`src/rtl/pipeline_pkg.sv`:
```
// Shared pipeline constants and the fetch FSM state type.
package pipeline_pkg;

    localparam int          XLEN_DEFAULT     = 32;
    localparam logic [31:0] RESET_PC_DEFAULT = 32'h0000_0000;
    localparam logic [31:0] NOP_INST_DEFAULT = 32'h0000_0013;

    typedef enum logic [1:0] {
        FS_REQ,
        FS_WAIT,
        FS_HOLD
    } fetch_state_e;

endpackage

```
`src/rtl/fetch_hold_buf.sv`:
```
// Single-entry {pc, inst} buffer that parks a fetch response arriving while ID is stalled.
module fetch_hold_buf #(
    parameter int XLEN = 32
) (
    input  logic            clk,
    input  logic            rst,
    input  logic            load,
    input  logic            clear,
    input  logic [XLEN-1:0] pc,
    input  logic [XLEN-1:0] inst,
    output logic [XLEN-1:0] held_pc,
    output logic [XLEN-1:0] held_inst,
    output logic            valid
);

    // A redirect clears the entry even if a load is requested in the same cycle.
    always_ff @(posedge clk or posedge rst) begin
        if (rst) begin
            held_pc   <= '0;
            held_inst <= '0;
            valid     <= 1'b0;
        end else if (clear) begin
            valid     <= 1'b0;
        end else if (load) begin
            held_pc   <= pc;
            held_inst <= inst;
            valid     <= 1'b1;
        end
    end

endmodule

```
`src/rtl/if_id_stage.sv`:
```
// Fetch front end and IF/ID pipeline register with one outstanding instruction read.
// Optional IF_PERF_CNT_EN adds saturating stall/flush cycle counters.
module if_id_stage
    import pipeline_pkg::*;
#(
    parameter int              XLEN     = XLEN_DEFAULT,
    parameter logic [XLEN-1:0] RESET_PC = XLEN'(RESET_PC_DEFAULT),
    parameter logic [XLEN-1:0] NOP_INST = XLEN'(NOP_INST_DEFAULT)
) (
    input  logic            clk,
    input  logic            rst,
    input  logic            is_stall,
    input  logic            redirect_valid,
    input  logic [XLEN-1:0] redirect_pc,
    output logic            imem_req,
    output logic [XLEN-1:0] imem_addr,
    input  logic            imem_rvalid,
    input  logic [XLEN-1:0] imem_rdata,
    output logic [XLEN-1:0] ID_pc,
    output logic [XLEN-1:0] ID_inst,
    output logic            ID_valid
`ifdef IF_PERF_CNT_EN
    ,
    output logic [31:0]     perf_stall_cnt,
    output logic [31:0]     perf_flush_cnt
`endif
);

    fetch_state_e    state, state_d;
    logic [XLEN-1:0] pc_q, pc_d, pc_inc;
    logic            drop, drop_d;
    logic            id_load, id_bubble, id_valid_d;
    logic [XLEN-1:0] id_pc_d, id_inst_d;
    logic            buf_load, buf_clear, buf_valid;
    logic [XLEN-1:0] buf_pc, buf_inst;

    assign pc_inc = pc_q + XLEN'(4);

    fetch_hold_buf #(.XLEN(XLEN)) u_hold_buf (
        .clk       (clk),
        .rst       (rst),
        .load      (buf_load),
        .clear     (buf_clear),
        .pc        (pc_q),
        .inst      (imem_rdata),
        .held_pc   (buf_pc),
        .held_inst (buf_inst),
        .valid     (buf_valid)
    );

    always_comb begin
        state_d    = state;
        pc_d       = pc_q;
        drop_d     = drop;
        imem_req   = 1'b0;
        imem_addr  = pc_q;
        id_load    = 1'b0;
        id_bubble  = 1'b0;
        id_valid_d = 1'b1;
        id_pc_d    = pc_q;
        id_inst_d  = imem_rdata;
        buf_load   = 1'b0;
        buf_clear  = 1'b0;
        if (redirect_valid) begin
            id_bubble = 1'b1;
            buf_clear = 1'b1;
            pc_d      = redirect_pc & ~XLEN'(3);
            // A request still in flight must have its late response thrown away.
            if (state == FS_WAIT && !imem_rvalid) begin
                drop_d = 1'b1;
            end else begin
                drop_d  = 1'b0;
                state_d = FS_REQ;
            end
        end else begin
            case (state)
                FS_REQ: begin
                    if (!is_stall) begin
                        imem_req = 1'b1;
                        state_d  = FS_WAIT;
                    end
                end
                FS_WAIT: begin
                    if (imem_rvalid) begin
                        if (drop) begin
                            drop_d  = 1'b0;
                            state_d = FS_REQ;
                        end else if (!is_stall) begin
                            id_load   = 1'b1;
                            imem_req  = 1'b1;
                            imem_addr = pc_inc;
                            pc_d      = pc_inc;
                        end else begin
                            buf_load = 1'b1;
                            state_d  = FS_HOLD;
                        end
                    end
                end
                FS_HOLD: begin
                    if (!is_stall) begin
                        id_load    = 1'b1;
                        id_valid_d = buf_valid;
                        id_pc_d    = buf_pc;
                        id_inst_d  = buf_inst;
                        buf_clear  = 1'b1;
                        pc_d       = pc_inc;
                        state_d    = FS_REQ;
                    end
                end
                default: state_d = FS_REQ;
            endcase
            if (!is_stall && !id_load) id_bubble = 1'b1;
        end
    end

    always_ff @(posedge clk or posedge rst) begin
        if (rst) begin
            state <= FS_REQ;
            pc_q  <= RESET_PC;
            drop  <= 1'b0;
        end else begin
            state <= state_d;
            pc_q  <= pc_d;
            drop  <= drop_d;
        end
    end

    always_ff @(posedge clk or posedge rst) begin
        if (rst) begin
            ID_pc    <= '0;
            ID_inst  <= NOP_INST;
            ID_valid <= 1'b0;
        end else if (id_load) begin
            ID_pc    <= id_pc_d;
            ID_inst  <= id_inst_d;
            ID_valid <= id_valid_d;
        end else if (id_bubble) begin
            ID_inst  <= NOP_INST;
            ID_valid <= 1'b0;
        end
    end

`ifdef IF_PERF_CNT_EN
    always_ff @(posedge clk or posedge rst) begin
        if (rst) begin
            perf_stall_cnt <= '0;
            perf_flush_cnt <= '0;
        end else begin
            if (is_stall && perf_stall_cnt != '1)
                perf_stall_cnt <= perf_stall_cnt + 32'd1;
            if (redirect_valid && perf_flush_cnt != '1)
                perf_flush_cnt <= perf_flush_cnt + 32'd1;
        end
    end
`endif

endmodule

```
`config.mk`:
```
export PLATFORM = sky130hd
export DESIGN_NAME = if_id_stage
export DESIGN_NICKNAME = d
export VERILOG_FILES = /design/src/rtl/pipeline_pkg.sv /design/src/rtl/fetch_hold_buf.sv /design/src/rtl/if_id_stage.sv
export SDC_FILE = /design/constraint.sdc
export NUM_CORES = 1
export LEC_CHECK = 0
export BUFFER_PORTS_ARGS = -buffer_cell sky130_fd_sc_hd__buf_2
export CORE_ASPECT_RATIO = 0.7
export CORE_MARGIN = 1.5
export CORE_UTILIZATION = 52
export CTS_BUF_LIST = sky130_fd_sc_hd__clkbuf_2 sky130_fd_sc_hd__clkbuf_4 sky130_fd_sc_hd__clkbuf_8
export DETAILED_ROUTE_END_ITERATION = 10
export PLACE_DENSITY = 0.81
export SYNTH_ARGS = -nofsm -noshare
export SYNTH_HDL_FRONTEND = slang
export SYNTH_HIERARCHICAL = 1
export SYNTH_SLANG_ARGS = --single-unit
```
`constraint.sdc`:
```
create_clock -name clk -period 5.55 [get_ports clk]
set_clock_uncertainty 0.05 [all_clocks]
set_input_delay 0.2775 -clock clk [delete_from_list [all_inputs] [get_ports clk]]
set_output_delay 0.2775 -clock clk [all_outputs]
set_load 0.01 [all_outputs]
```
**Word-level counts from Yosys, hierarchy flattened**

Index checks and enable logic that the tools add are counted.

- Register bits: 165
- Input port bits: 69
- Output and inout port bits: 98
- Word-level logic and storage cells: 83

- Add/sub/neg operators: 1
- Eq/ne operators: 7
- Muxes and demuxes: 51
- Bitwise logic cells: 1
- Reduce and logical (&&, ||, !) cells: 14

Operators with widths:

| kind | count |
|---|---|
| 32-bit 2-to-1 mux | 14 |
| 32-bit one-hot mux with 2 select lines | 1 |
| 32-bit by 3-bit adder with 32-bit output, second input constant | 1 |
| 1-bit 2-to-1 mux | 26 |
| 2-bit 2-to-1 mux | 7 |
| 3-bit != test, second input constant | 3 |
| 2-bit nonzero test | 4 |
| 2-bit one-hot mux with 3 select lines | 1 |
| 5-bit AND reduction | 1 |
| 4-bit != test, second input constant | 1 |
| 1-bit one-hot mux with 2 select lines | 2 |
| 2-bit AND reduction | 2 |
| 1-bit logical NOT | 3 |
| 3-bit nonzero test | 1 |
| 2-bit by 1-bit equality test with 1-bit output, second input constant | 1 |
| 2-bit equality test, second input constant | 1 |
| 1-bit logical AND | 2 |
| 2-bit logical NOT | 1 |
| 2-bit != test, second input constant | 1 |
| 1-bit NOT | 1 |

**Longest topological paths before layout**

Gate-level depths: netlist of run 1.

- Depth after elaboration: 11
- Depth in mapped cells: 10
- Depth with buffers taken out: 7

**By module**

The synthesis of run 1 kept the hierarchy.

Modules (own cells, without submodules):

| module | times used | cells an instance | area an instance (um^2) | seq. area each (um^2) |
|---|---|---|---|---|
| if_id_stage | 1 | 648 | 5680.4 | 2456.1 |
| fetch_hold_buf | 1 | 140 | 2737.6 | 1626.6 |

**Worst setup path after synthesis of run 1**

Ideal clock, no wire load.

- Kind: register to register
- Start point: register state[0]
- End point: register u_hold_buf.held_inst[0]
- Library setup time: 0.125 ns
- Data arrival time: 2.192 ns
- Data required time: 5.375 ns
- Path slack: 3.183 ns
- Cell stages (with the launch flop): 11
- Buffers on the path: 4
- Period minus slack after synthesis: 2.367 ns
- Path through: dfrtp_1 -> inv_1 -> ha_1 -> nand2b_1 -> clkbuf_1 -> clkbuf_1 -> nand2b_1 -> nor2b_4 -> buf_12 -> buf_12 -> mux2_4

- Cells in the longest elaborated chain, start to end: 5
- Elaborated cells between the ends (all ways): 8
- Those cells by class: 2 x eq/ne; 4 x mux; 1 x bitwise; 1 x reduce/logical

Ends and longest elaborated chain:

| element | RTL line | RTL |
|---|---|---|
| start: declaration | if_id_stage.sv:29 | `fetch_state_e state, state_d;` |
| start signal: assignment | if_id_stage.sv:122 | `state <= state_d;` |
| 2-bit equality test | if_id_stage.sv:76 | `case (state)` |
| 1-bit 2-to-1 mux | if_id_stage.sv:76 |  |
| 1-bit 2-to-1 mux | if_id_stage.sv:64 | `if (redirect_valid) begin` |
| via buf_clear | if_id_stage.sv:34 | `logic buf_load, buf_clear, buf_valid;` |
| 1-bit NOT (no source line) | - |  |
| 2-bit AND reduction (no source line) | - |  |
| end signal: assignment | fetch_hold_buf.sv:26 | `held_inst <= inst;` |
| end: declaration | fetch_hold_buf.sv:12 | `output logic [XLEN-1:0] held_inst,` |

The timed path passes the listed nets, and every way through them passes these cells.
A chain may end at the register's enable or synchronous reset.

**Worst setup path after layout of run 1**

- Start point: register state[1]
- End point: output imem_addr[28]

- Cells in the longest elaborated chain, start to end: 3

Ends and longest elaborated chain:

| element | RTL line | RTL |
|---|---|---|
| 2-bit by 1-bit equality test with 1-bit output | if_id_stage.sv:76 |  |
| 32-bit 2-to-1 mux | if_id_stage.sv:76 |  |
| 32-bit 2-to-1 mux | if_id_stage.sv:64 |  |
| end: declaration | if_id_stage.sv:16 | `output logic [XLEN-1:0] imem_addr,` |

Every way passes these cells.

==> implementation parameters, run 1 <==
Parameter                              Value

Worst setup path
  Critical path's slowest cell ... or3_1
  CP Data Required Time ... approximately 5.2 ns
  Maximum fanout encountered on the critical timing path ... 10
  Dominant delay contributor by cell family on the critical path ... simple AND/OR/NAND/NOR gates
  Crit path arrival time ... 2.97 ns
  Delay of the slowest cell on the worst path ... 0.60 ns
  Cell breakdown of the critical path ... inv_1 -> ha_1 -> nand3b_1 -> or3_1 -> nor3_2 -> nand4_1 -> xnor2_1 -> buf_2
  Kind of start point of the critical path ... flop
  Type of the worst setup path ... reg2out
  Endpoint type of the worst setup path ... output port
  Crit path buf inv count ... 2

Floorplan
  Vertical extent of the die ... about 110 um
  Die Area ... 17000 um^2
  Row count ... 38
  Initial standard-cell utilization of the core ... between 50 and 60%
  # IOs ... 167
  Die width ... 155 um
  Floorplan Core Area ... 15600 um^2

Min path
  Kind of path behind the tightest hold check ... in2reg

STA
  Maximum operating frequency ... between 0.3 and 0.4 GHz
  Final hold violation count ... 0
  Post-route worst hold slack ... 0.0173 ns
  Minimum clock period after layout ... 3.30 ns
  Final-report setup violation count ... 0
  Worst max-slew margin expressed relative to the limit ... 29.1%
  Setup TNS ... 0 ns
  Worst slew pin tran ... 1.06 ns
  Post-route fraction of the period consumed by the critical path ... 59.5%
  RSZ-0062 raised after global routing ... no
  Slew Viols, Final ... 0

Global route
  Antenna violations before repair ... 0
  Largest net degree at the start of global routing ... 105
  Combined global-route utilization of all metal layers ... 25.4%
  Total global routing overflow ... 0
  First-pass GRT wire length ... 33200 um
  Vias in the first global route ... between 6000 and 7000

Power and ir drop
  Internal cell power ... 2.45 mW
  Logic pwr share ... 28.3%
  Leakage Power ... roughly 4.7 nW
  Power per unit of standard cell area ... 367 nW/um^2
  Net Sw Power ... 1.21 mW
  Fraction of power spent switching nets ... roughly a third
  IR Drop Worst-Case VDD ... 0.230 mV
  Reg power frac ... 47.9%
  Clock network fraction of total power ... 23.8%

Synthesis
  Yosys synthesis warning count ... 6
  Top FF cell, synth ... dfrtp_1
  Area share of the largest cell type after synthesis ... 47.6%
  Cell taking the most area after synthesis ... dfrtp_1
  Post-synth cell types ... 51
  Post-synth design cell area ... 8420 um^2
  Per-instance average area after synthesis ... 10.7 um^2
  Yosys reg bits ... between 150 and 200
  Post-Syn Instances ... roughly 790
  Part of the Yosys area used for sequential elements ... 48.5%
  Number of flops mapped to enable cells by yosys ... 0
  Async set-reset flop share out of synthesis ... 100%
  Synth area leaders ... dfrtp_1 48%, mux2_4 11%, nand2_1 3.8%, nor2_1 3.7%, mux2i_1 3.7%

Route
  ANT nets after route ... 0
  Wire per inst ... 17.8 um
  Starting DRT DRC Count ... 475
  Post-detailed-route via-to-cell ratio ... 5.53
  DRC violations left ... 0
  Total number of vias ... between 6000 and 7000
  Detailed-route wire length ... 20800 um
  Pre-Repair DR Iteration Count ... 5

Clocking
  CTS Root Cell ... clkbuf_8
  H-tree levels ... 4
  Clock buffer count from CTS ... 17
  Deepest clock path buffer count ... 2
  Clock-pin slew on the worst setup and hold paths ... 0.09 ns
  TritonCTS sink count ... 163
  CTS tree ... done
  Clock Latency Late Sink ... between 0.4 and 0.5 ns

Cells and area
  Design Area, Final ... 9970 um^2
  Post-layout nets ... 1030
  Area growth from synthesis to final layout ... 18.4%
  Final std cells w/o fill ... 1170
  Number of antenna cells inserted ... 0
  Fraction of final layout cells with drive strength greater than 1 ... about 30%

Placed design
  Placed standard-cell area ... a little over 9000 um^2
  Final estimated routing congestion in global placement ... around 0.86
  Cell total after placement ... roughly 1100
  Buffers added on ports ... 162
  DP HPWL ... 13300 um

Outcome
  Status ... completed

Run
  Max-Cap Viols ... 0
through the flow:
stage	setup WS, ns	power (mW)	util, %
CTS	2.23	3.67	63.5
detailed placement	2.24	2.78	58.7
global placement	2.32	2.74	58.7
global route	2.08	3.87	63.7
finish	2.25	3.66	63.7
floorplan	2.67	2.45	-
registers in the layout, indices dropped and copies added (netlist names):
register / cells
ID_inst: 32
u_hold_buf/valid: 1
u_hold_buf/held_inst: 32
ID_pc: 32
state: 2
pc_q: 30
drop: 1
u_hold_buf/held_pc: 32
ID_valid: 1
worst register-to-register path, stage by stage (launching register included):
cell and delay, ns:
dfrtp_1 0.36, inv_1 0.09, ha_1 0.29, nand2b_2 0.09
buf_4 0.50, nand2b_1 0.22, nor2b_4 0.77, buf_12 0.41
mux2_4 0.40
layout make-up:
class	count	area, um^2
Multi-Input combinational cell	553	3910
Clock buffer	18	248
Tap cell	200	250
Sequential cell	163	4080
Timing Repair Buffer	210	1290
Inverter	12	47.5
Clock inverter	14	140
Fill cell	1210	5680
cells in the mapped netlist, types with 2 or more instances:
cell,number
a21oi_1,38
o21ai_0,59
buf_12,7
inv_1,12
nand4_1,7
clkbuf_1,22
nand2b_1,6
mux2_2,6
and4_1,4
and2_1,2
buf_4,5
xor2_1,24
nor2_1,83
mux2_4,60
and3b_1,2
nor3_2,2
o21ai_1,3
nor4_1,5
mux2i_1,31
o211ai_1,2
buf_1,3
nand2_1,85
buf_2,26
dfstp_2,3
or3_1,2
xnor2_1,34
nor3b_1,3
o22ai_1,2
dfrtp_1,160
nand3_1,22
nor3_1,17
ha_1,4
a22o_1,29
worst paths after layout:
kind,slack [ns],cells after the start,from,end
worst max-delay path,2.25,8,state[1],imem_addr[28]
worst min-delay path,0.02,2,imem_rdata[23],u_hold_buf/held_inst[23]
worst max register to register,2.26,8,state[0],u_hold_buf/held_pc[31]
worst min register to register,0.42,2,ID_valid,ID_valid
max in group asynchronous,3.87,4,rst,ID_pc[5]
min in group asynchronous,0.33,3,rst,ID_pc[22]
power groups by stage:
stage,clock network [mW],logic [mW],registers [mW]
2_1_floorplan,0,0.696,1.75
3_3_place_gp,0,0.984,1.75
3_5_place_dp,0,1.02,1.76
4_1_cts,0.886,1.04,1.75
5_1_grt,0.935,1.14,1.80
6_report,0.870,1.04,1.75
cell families after synthesis:
family	synth area share (%)
AND/OR/NAND/NOR	14.4
adder cells (fa/ha/maj)	0.595
flip-flops	48.5
buffers and inverters	5.31
multiplexers	15.2
XOR/XNOR	6.03
AO/OA/AOI/OAI	9.96
other	0.0445
timing repair:
action | 4_1_cts | 5_1_grt
endpoints found under the hold margin | 66 | 3
gates resized for setup | 0 | 0
hold buffers | 37 | 3
setup buffers | 0 | 0
layout by cell type, fill, tap and decap left out, types with 6 or more instances in the layout:
cell type | Yosys | layout
inv_1 | 12 | 10
nand2_1 | 85 | 85
dlygate4sd3_1 | 0 | 40
a21oi_1 | 38 | 38
nand3_1 | 22 | 22
nand4_1 | 7 | 7
xor2_1 | 24 | 24
mux2_2 | 6 | 6
nor3_1 | 17 | 17
a22o_1 | 29 | 29
mux2_4 | 60 | 60
o21ai_0 | 59 | 59
nor2_1 | 83 | 82
buf_4 | 5 | 8
dfrtp_1 | 160 | 160
xnor2_1 | 34 | 34
inv_6 | 0 | 8
mux2i_1 | 31 | 31
clkbuf_8 | 0 | 18
buf_2 | 26 | 161
metal layers:
metal	wire length (um)	track usage (%)	share of wire, %	up-vias
li1	-	-	-	3042
met1	9580	35.8	46	3119
met2	9280	38.5	45	265
met3	1500	6.27	7.2	42
met4	420	8.65	2.0	0
met5	0	0	0	-
Note: power is estimated with default switching activity, not from simulation.
==> run 2, diff against run 1 <==
--- a/config.mk
+++ b/config.mk
@@ -5,13 +5,14 @@
 export SDC_FILE = /design/constraint.sdc
 export NUM_CORES = 1
 export LEC_CHECK = 0
+export ABC_AREA = 1
 export BUFFER_PORTS_ARGS = -buffer_cell sky130_fd_sc_hd__buf_2
 export CORE_ASPECT_RATIO = 0.7
 export CORE_MARGIN = 1.5
 export CORE_UTILIZATION = 52
 export CTS_BUF_LIST = sky130_fd_sc_hd__clkbuf_2 sky130_fd_sc_hd__clkbuf_4 sky130_fd_sc_hd__clkbuf_8
 export DETAILED_ROUTE_END_ITERATION = 10
-export PLACE_DENSITY = 0.81
+export PLACE_DENSITY = 0.8
 export SYNTH_ARGS = -nofsm -noshare
 export SYNTH_HDL_FRONTEND = slang
 export SYNTH_HIERARCHICAL = 1
==> constraint.sdc (replaced) <==
create_clock -name clk -period 3.3 [get_ports clk]
set_clock_uncertainty 0.05 [all_clocks]
set_input_delay 0.165 -clock clk [delete_from_list [all_inputs] [get_ports clk]]
set_output_delay 0.165 -clock clk [all_outputs]
set_load 0.01 [all_outputs]
==> implementation parameters, run 2 <==
Parameter                              Value

Outcome
  Status ... completed (unchanged)

STA
  Slew Viols, Final ... 0 (unchanged)
  Post-route fraction of the period consumed by the critical path ... 83.3%
  Maximum operating frequency ... 0.364 GHz
  Worst max-slew margin expressed relative to the limit ... 46.8% (was 29.1%)
  Post-route worst hold slack ... 0.0374 ns (was 0.0173 ns)
  Final-report setup violation count ... 0 (unchanged)
  Final hold violation count ... 0 (unchanged)
  Final worst slack ... 0.552 ns (was 2.25 ns)
  Minimum clock period after layout ... 2.75 ns
  Setup TNS ... 0 ns (unchanged)
  RSZ-0062 raised after global routing ... no (unchanged)
  Worst slew pin tran ... 0.796 ns (was 1.06 ns)

Clocking
  Post_cts resized ... 0 (unchanged)
  CTS Root Cell ... clkbuf_8 (unchanged)
  Clock Latency Late Sink ... 0.46 ns (about the same)
  Clock buffer count from CTS ... 17 (unchanged)
  TritonCTS sink count ... 163 (unchanged)
  CTS tree ... done (unchanged)
  H-tree levels ... 4 (unchanged)
  Deepest clock path buffer count ... 2 (unchanged)
  Clock-pin slew on the worst setup and hold paths ... 0.09 ns (about the same)

Global route
  Largest net degree at the start of global routing ... 54 (was 105)
  Antenna violations before repair ... 1 (was 0)
  Busiest metal layer after global routing ... met2 (unchanged)
  First-pass GRT wire length ... 45300 um (was 33200 um)
  Combined global-route utilization of all metal layers ... 30.8% (was 25.4%)
  Vias in the first global route ... 8998 (was 6395)
  Total global routing overflow ... 0 (unchanged)
  Met1 Use GR ... 42.9% (was 35.8%)
  Met2 GRT Util ... 47.3% (was 38.5%)
  GRT met3 Usage ... 7.16% (was 6.27%)

Min path
  Hold depth ... 5 (was 2)
  Origin of the worst min-delay path ... redirect_pc[12] (was imem_rdata[23])
  Kind of path behind the tightest hold check ... in2reg (unchanged)
  End point of the worst hold path ... pc_q[12] (was u_hold_buf/held_inst[23])

Synthesis
  Post-synth cell types ... 44 (was 51)
  Most frequent cell after synthesis ... nand2_1 (was dfrtp_1)
  Yosys reg bits ... 163 (unchanged)
  Async set-reset flop share out of synthesis ... 100% (unchanged)
  Part of the Yosys area used for sequential elements ... 43.1% (was 48.5%)
  Per-instance average area after synthesis ... 7.13 um^2 (was 10.7 um^2)
  Yosys synthesis warning count ... 6 (unchanged)
  Post-Syn Instances ... 1327 (was 788)
  Cell taking the most area after synthesis ... dfrtp_1 (unchanged)
  Number of flops mapped to enable cells by yosys ... 0 (unchanged)
  Top FF cell, synth ... dfrtp_1 (unchanged)
  Synth area leaders ... dfrtp_1 42%, nand2_1 19%, nand3_1 8.0%, o21ai_0 5.7%, nor2_1 3.5% (was dfrtp_1 48%, mux2_4 11%, nand2_1 3.8%, nor2_1 3.7%, mux2i_1 3.7%)
  Post-synth top cells ... 491 x nand2_1, 160 x dfrtp_1, 151 x nand3_1 (was 160 x dfrtp_1, 85 x nand2_1, 83 x nor2_1)
  Area share of the largest cell type after synthesis ... 42.3% (was 47.6%)
  Post-synth design cell area ... 9460 um^2 (was 8420 um^2)

Cells and area
  Post-layout nets ... 1588 (was 1030)
  Leading cell types in the layout, fill and taps excluded ... 489 x nand2_1, 162 x buf_2, 160 x dfrtp_1, 151 x nand3_1, 107 x o21ai_0 (was 161 x buf_2, 160 x dfrtp_1, 85 x nand2_1, 82 x nor2_1, 60 x mux2_4)
  Utilization after layout ... 63.1% (was 63.7%)
  Number of antenna cells inserted ... 0 (unchanged)
  Most common library cell in the layout ignoring fill and taps ... nand2_1 (was buf_2)
  Fraction of final layout cells with drive strength greater than 1 ... 18.0% (was 29.6%)
  Final std cells w/o fill ... 1764 (was 1170)
  Area growth from synthesis to final layout ... 19.4% (was 18.4%)
  Count of filler cells inserted in the layout ... 1623 (was 1210)
  Design Area, Final ... 11300 um^2 (was 9970 um^2)

Worst setup path
  Crit path arrival time ... 2.53 ns (was 2.97 ns)
  Reg2Reg Capture Point ... u_hold_buf/held_inst[4] (was u_hold_buf/held_pc[31])
  Maximum fanout encountered on the critical timing path ... 8 (was 10)
  Type of the worst setup path ... reg2out (unchanged)
  Kind of start point of the critical path ... flop (unchanged)
  CP Data Required Time ... 3.08 ns (was 5.22 ns)
  Internal reg-to-reg setup slack ... 0.80 ns (was 2.26 ns)
  Launch instance of the worst register-to-register path ... state[0] (unchanged)
  Number of cells on the worst reg-to-reg path ... 12 (was 8)
  Endpoint type of the worst setup path ... output port (unchanged)

Route
  Detailed-route wire length ... 28000 um (was 20800 um)
  Wire per inst ... 15.9 um (was 17.8 um)
  Post-detailed-route via-to-cell ratio ... 5.48 (was 5.53)
  ANT nets after route ... 0 (unchanged)
  Starting DRT DRC Count ... 962 (was 475)
  Pre-Repair DR Iteration Count ... 6 (was 5)
  DRC violations left ... 0 (unchanged)
  Total number of vias ... 9666 (was 6468)

Floorplan
  Initial standard-cell utilization of the core ... 52.9% (was 53.8%)
  Vertical extent of the die ... 116 um (was 109 um)
  # IOs ... 167 (unchanged)
  Floorplan Core Area ... 17900 um^2 (was 15600 um^2)
  Row count ... 41 (was 38)
  Die width ... 164 um (was 155 um)
  Die Area ... 19000 um^2 (was 17000 um^2)

Power and ir drop
  Leakage Power ... 6.04 nW (was 4.66 nW)
  Power per unit of standard cell area ... 763 nW/um^2 (was 367 nW/um^2)
  IR Drop Worst-Case VDD ... 0.424 mV (was 0.230 mV)
  Total Power Consumption ... 8.62 mW (was 3.66 mW)

Run
  Max-Cap Viols ... 0 (unchanged)

Placed design
  Cell total after placement ... 1673 (was 1098)
  Placed standard-cell area ... 10300 um^2 (was 9180 um^2)
  Final estimated routing congestion in global placement ... 0.969 (was 0.863)
  Worst slack at placement ... 0.894 ns (was 2.24 ns)
  Buffers added on ports ... 162 (unchanged)
  DP HPWL ... 18600 um (was 13300 um)
==> run 2: worst max-delay path by stage <==
stage                   from                     end  slack, ns  cells past startpoint
floorplan                rst             ID_inst[10]       0.53                      1
global placement    state[0]  u_hold_buf/held_pc[22]       0.96                     12
detailed placement  state[0]  u_hold_buf/held_pc[16]       0.89                     12
CTS                  pc_q[3]           imem_addr[30]       0.56                     13
global route         pc_q[3]           imem_addr[30]       0.30                     13
finish               pc_q[3]           imem_addr[30]       0.55                     13
==> run 2: per-layer routing <==
layer	vias up	part of all wire [%]
met5	-	0.039
met4	2	2.5
met3	58	9.5
met2	487	44
met1	4461	44
li1	4658	-
==> run 2: area by class of cell <==
type | instances | area (um^2) | area share, %
Tap cell | 236 | 295 | 2.61
Sequential cell | 163 | 4080 | 36.1
Inverter | 83 | 317 | 2.80
Clock buffer | 21 | 277 | 2.45
Timing Repair Buffer | 246 | 1610 | 14.3
Clock inverter | 11 | 95.1 | 0.842
Multi-Input combinational cell | 1004 | 4620 | 40.9
==> run 2: cell families (layout without fill, tap and decap cells) <==
kind of cell	Yosys count	count (layout)	share of synthesized area [%]
xor gates and xnor gates	8	8	0.820
adders and majority gates	4	4	0.529
DFF	163	163	43.1
muxes	1	1	0.106
AOI/OAI and AO/OA	209	209	11.8
other	1	4	0.0396
and+or+nand+nor	778	778	35.2
buffers and inverters	163	361	8.37
==> run 2: what timing repair did <==
action / in CTS / in global routing
buffers inserted: 0 / 0
endpoints found under the hold margin: 137 / 0
hold buffers: 59 / 0
==> run 2: critical path, cell delays in order (launching register included) <==
cell and delay (ns):
dfrtp_1 0.51, ha_1 0.23, inv_1 0.08, nor2_1 0.24, nand3_1 0.18, nor2_2 0.16
nand2_1 0.09, nand2_1 0.07, nand3_1 0.08, nand2_1 0.07, nand2_1 0.04, o21ai_1 0.14
inv_1 0.06, buf_2 0.14
==> run 2: where the power goes <==
part | leakage [nW] | switching [mW] | internal, mW
logic | 3.73 | 2.49 | 1.38
registers | 2.12 | 0.654 | 2.72
clock network | 0.188 | 0.788 | 0.595
total | 6.04 | 3.93 | 4.69
==> run 3, diff against run 2 <==
==> constraint.sdc (replaced) <==
create_clock -name clk -period 2.77 [get_ports clk]
set_clock_uncertainty 0.05 [all_clocks]
set_input_delay 0.1385 -clock clk [delete_from_list [all_inputs] [get_ports clk]]
set_output_delay 0.1385 -clock clk [all_outputs]
set_load 0.01 [all_outputs]
==> implementation parameters, run 3 (same netlist as run 2, synthesis figures left out) <==
Parameter                              Value

Route
  Total number of vias ... 9725 (was 9666)
  Starting DRT DRC Count ... 1143 (was 962)
  ANT nets after route ... 0 (unchanged)
  Post-detailed-route via-to-cell ratio ... 5.48 (about the same)
  Detailed-route wire length ... 28000 um (about the same)
  DRC violations left ... 0 (unchanged)
  Pre-Repair DR Iteration Count ... 6 (unchanged)
  Wire per inst ... 15.8 um (was 15.9 um)

Floorplan
  Die Area ... 19000 um^2 (unchanged)
  # IOs ... 167 (unchanged)
  Vertical extent of the die ... 116 um (unchanged)
  Initial standard-cell utilization of the core ... 52.9% (unchanged)
  Row count ... 41 (unchanged)
  Floorplan Core Area ... 17900 um^2 (unchanged)
  Die width ... 164 um (unchanged)

Cells and area
  Area growth from synthesis to final layout ... 21.5% (was 19.4%)
  Fraction of final layout cells with drive strength greater than 1 ... 18.6% (was 18.0%)
  Most common library cell in the layout ignoring fill and taps ... nand2_1 (unchanged)
  Design Area, Final ... 11500 um^2 (was 11300 um^2)
  Count of filler cells inserted in the layout ... 1582 (was 1623)
  Utilization after layout ... 64.2% (was 63.1%)
  Post-layout nets ... 1598 (was 1588)
  Leading cell types in the layout, fill and taps excluded ... 489 x nand2_1, 162 x buf_2, 157 x dfrtp_1, 151 x nand3_1, 107 x o21ai_0 (was 489 x nand2_1, 162 x buf_2, 160 x dfrtp_1, 151 x nand3_1, 107 x o21ai_0)

Global route
  Combined global-route utilization of all metal layers ... 30.5% (was 30.8%)
  Vias in the first global route ... 9014 (was 8998)
  Antenna violations before repair ... 2 (was 1)
  Total global routing overflow ... 0 (unchanged)
  First-pass GRT wire length ... 45200 um (was 45300 um)
  Largest net degree at the start of global routing ... 66 (was 54)

Placed design
  Final estimated routing congestion in global placement ... 0.941 (was 0.969)
  DP HPWL ... 18100 um (was 18600 um)
  Placed standard-cell area ... 10400 um^2 (was 10300 um^2)
  Buffers added on ports ... 162 (unchanged)

Worst setup path
  Critical path's slowest cell ... dfrtp_1 (unchanged)
  Most frequent CP cell ... nand2_1 (unchanged)
  Kind of start point of the critical path ... flop (unchanged)
  Number of cells on the worst reg-to-reg path ... 12 (unchanged)
  Maximum fanout encountered on the critical timing path ... 9 (was 8)
  Cell breakdown of the critical path ... nand2_1 -> nor2_2 -> nand2_1 -> nor2_1 -> nand2_1 -> nand2_1 -> nand2_1 -> nand2_1 -> nand3_1 -> o21ai_0 -> buf_2 (was ha_1 -> inv_1 -> nor2_1 -> nand3_1 -> nor2_2 -> nand2_1 -> nand2_1 -> nand3_1 -> nand2_1 -> nand2_1 -> o21ai_1 -> inv_1 -> buf_2)
  Crit path arrival time ... 2.44 ns (was 2.53 ns)
  Dominant delay contributor by cell family on the critical path ... simple AND/OR/NAND/NOR gates (unchanged)
  Launch instance of the worst register-to-register path ... state[0] (unchanged)
  Delay of the slowest cell on the worst path ... 0.52 ns (was 0.51 ns)
  Reg2Reg Capture Point ... u_hold_buf/held_inst[12] (was u_hold_buf/held_inst[4])
  Crit path buf inv count ... 1 (was 3)
  Internal reg-to-reg setup slack ... 0.32 ns (was 0.80 ns)
  CP Data Required Time ... 2.58 ns (was 3.08 ns)
  Type of the worst setup path ... reg2out (unchanged)
  Endpoint type of the worst setup path ... output port (unchanged)

Clocking
  TritonCTS sink count ... 163 (unchanged)
  H-tree levels ... 4 (unchanged)
  Clock buffer count from CTS ... 17 (unchanged)
  CTS tree ... done (unchanged)
  Deepest clock path buffer count ... 2 (unchanged)
  Clock-pin slew on the worst setup and hold paths ... 0.10 ns (was 0.09 ns)
  Clock Latency Late Sink ... 0.49 ns (was 0.46 ns)
  CTS Root Cell ... clkbuf_8 (unchanged)

Power and ir drop
  Logic pwr share ... 44.9% (about the same)
  Fraction of power spent switching nets ... 45.7% (was 45.6%)
  IR Drop Worst-Case VDD ... 0.533 mV (was 0.424 mV)
  Reg power frac ... 37.7% (was 39.1%)
  Internal cell power ... 5.75 mW (was 4.69 mW)
  Leakage Power ... 6.12 nW (was 6.04 nW)
  Power per unit of standard cell area ... 921 nW/um^2 (was 763 nW/um^2)
  Net Sw Power ... 4.84 mW (was 3.93 mW)
  Clock network fraction of total power ... 17.4% (was 16.0%)

Min path
  Kind of path behind the tightest hold check ... in2reg (unchanged)
  Origin of the worst min-delay path ... redirect_pc[28] (was redirect_pc[12])
  Hold depth ... 5 (unchanged)
  End point of the worst hold path ... pc_q[28] (was pc_q[12])

STA
  Setup TNS ... 0 ns (unchanged)
  Post-route worst hold slack ... 0.0385 ns (was 0.0374 ns)
  Minimum clock period after layout ... 2.63 ns
  Final hold violation count ... 0 (unchanged)
  Slew Viols, Final ... 0 (unchanged)
  Post-route fraction of the period consumed by the critical path ... between 90% and 100%
  Final-report setup violation count ... 0 (unchanged)
  Worst max-slew margin expressed relative to the limit ... 44.3% (was 46.8%)
  Maximum operating frequency ... 0.380 GHz
  Worst slew pin tran ... 0.834 ns (was 0.796 ns)

Outcome
  Status ... completed (unchanged)

Run
  Max-Cap Viols ... 0 (unchanged)
run 3: cell count changes in the layout (fill, tap and decap cells not counted), moves of 2 or more:
cell and change:
dlygate4sd3_1 +3, clkbuf_8 -2, buf_4 +2, inv_8 +4, dfrtp_2 +3, dfrtp_1 -3
clkinv_4 -2, buf_12 +5, clkbuf_4 -2, clkinv_8 +2
run 3: worst register-to-register path: stages (launching register included):
cell     delay (ns)
dfrtp_1        0.41
inv_1          0.10
ha_1           0.20
inv_2          0.05
nor2_2         0.11
buf_4          0.30
inv_1          0.15
nand2_1        0.09
inv_2          0.04
nand2_2        0.04
buf_4          0.61
nand2_1        0.14
nand2_1        0.09
run 3: metal layers:
metal  GRT usage (%)  wire length, um  vias up
met5               0               13        -
met4            10.7              725        2
met3            6.59             2810       64
met2            46.3            12100      494
met1            43.3            12300     4487
li1                -                -     4678
run 3: cell type report:
type | instances | area, um^2 | area share, %
Multi-Input combinational cell | 1004 | 4630 | 40.2
Sequential cell | 163 | 4090 | 35.5
Timing Repair Buffer | 256 | 1760 | 15.3
Inverter | 83 | 317 | 2.75
Tap cell | 236 | 295 | 2.57
Clock buffer | 17 | 234 | 2.03
Clock inverter | 15 | 181 | 1.58
Antenna cell | 1 | 2.50 | 0.0218
run 3: repair_timing:
action / in CTS / in global routing
setup endpoints to repair: 0 / 8
hold buffers: 62 / 0
hold endpoints to repair: 150 / 0
buffers inserted: 0 / 7
gates resized for setup: 0 / 5
run 3: worst max-delay path by stage:
| stage | depth (start not counted) | from | to | slack [ns] |
|---|---|---|---|---|
| finish | 11 | pc_q[18] | imem_addr[31] | 0.14 |
| global route | 13 | pc_q[3] | imem_addr[28] | -0.008 |
| CTS | 13 | pc_q[3] | imem_addr[30] | 0.08 |
| detailed placement | 12 | state[0] | u_hold_buf/held_inst[20] | 0.38 |
| global placement | 12 | state[0] | u_hold_buf/held_pc[22] | 0.48 |
| floorplan | 1 | rst | ID_inst[10] | 0.02 |
run 3: power by group through the flow:
stage	Combinational, mW	Sequential, mW	Clock, mW
detailed placement	4.52	4.03	0
CTS	4.62	3.99	1.87
global route	5.40	4.12	1.96
floorplan	3.09	3.95	0
global placement	4.39	4.00	0
finish	4.76	4.00	1.84
run 3: stage by stage:
step	power, mW	setup WS [ns]	cells
final	10.6	0.137	1775
after global routing	11.5	-0.00779	1775
after CTS	10.5	0.0778	1767
after detailed placement	8.55	0.381	1673
after global placement	8.39	0.483	1673
after floorplan	7.04	0.0244	1330
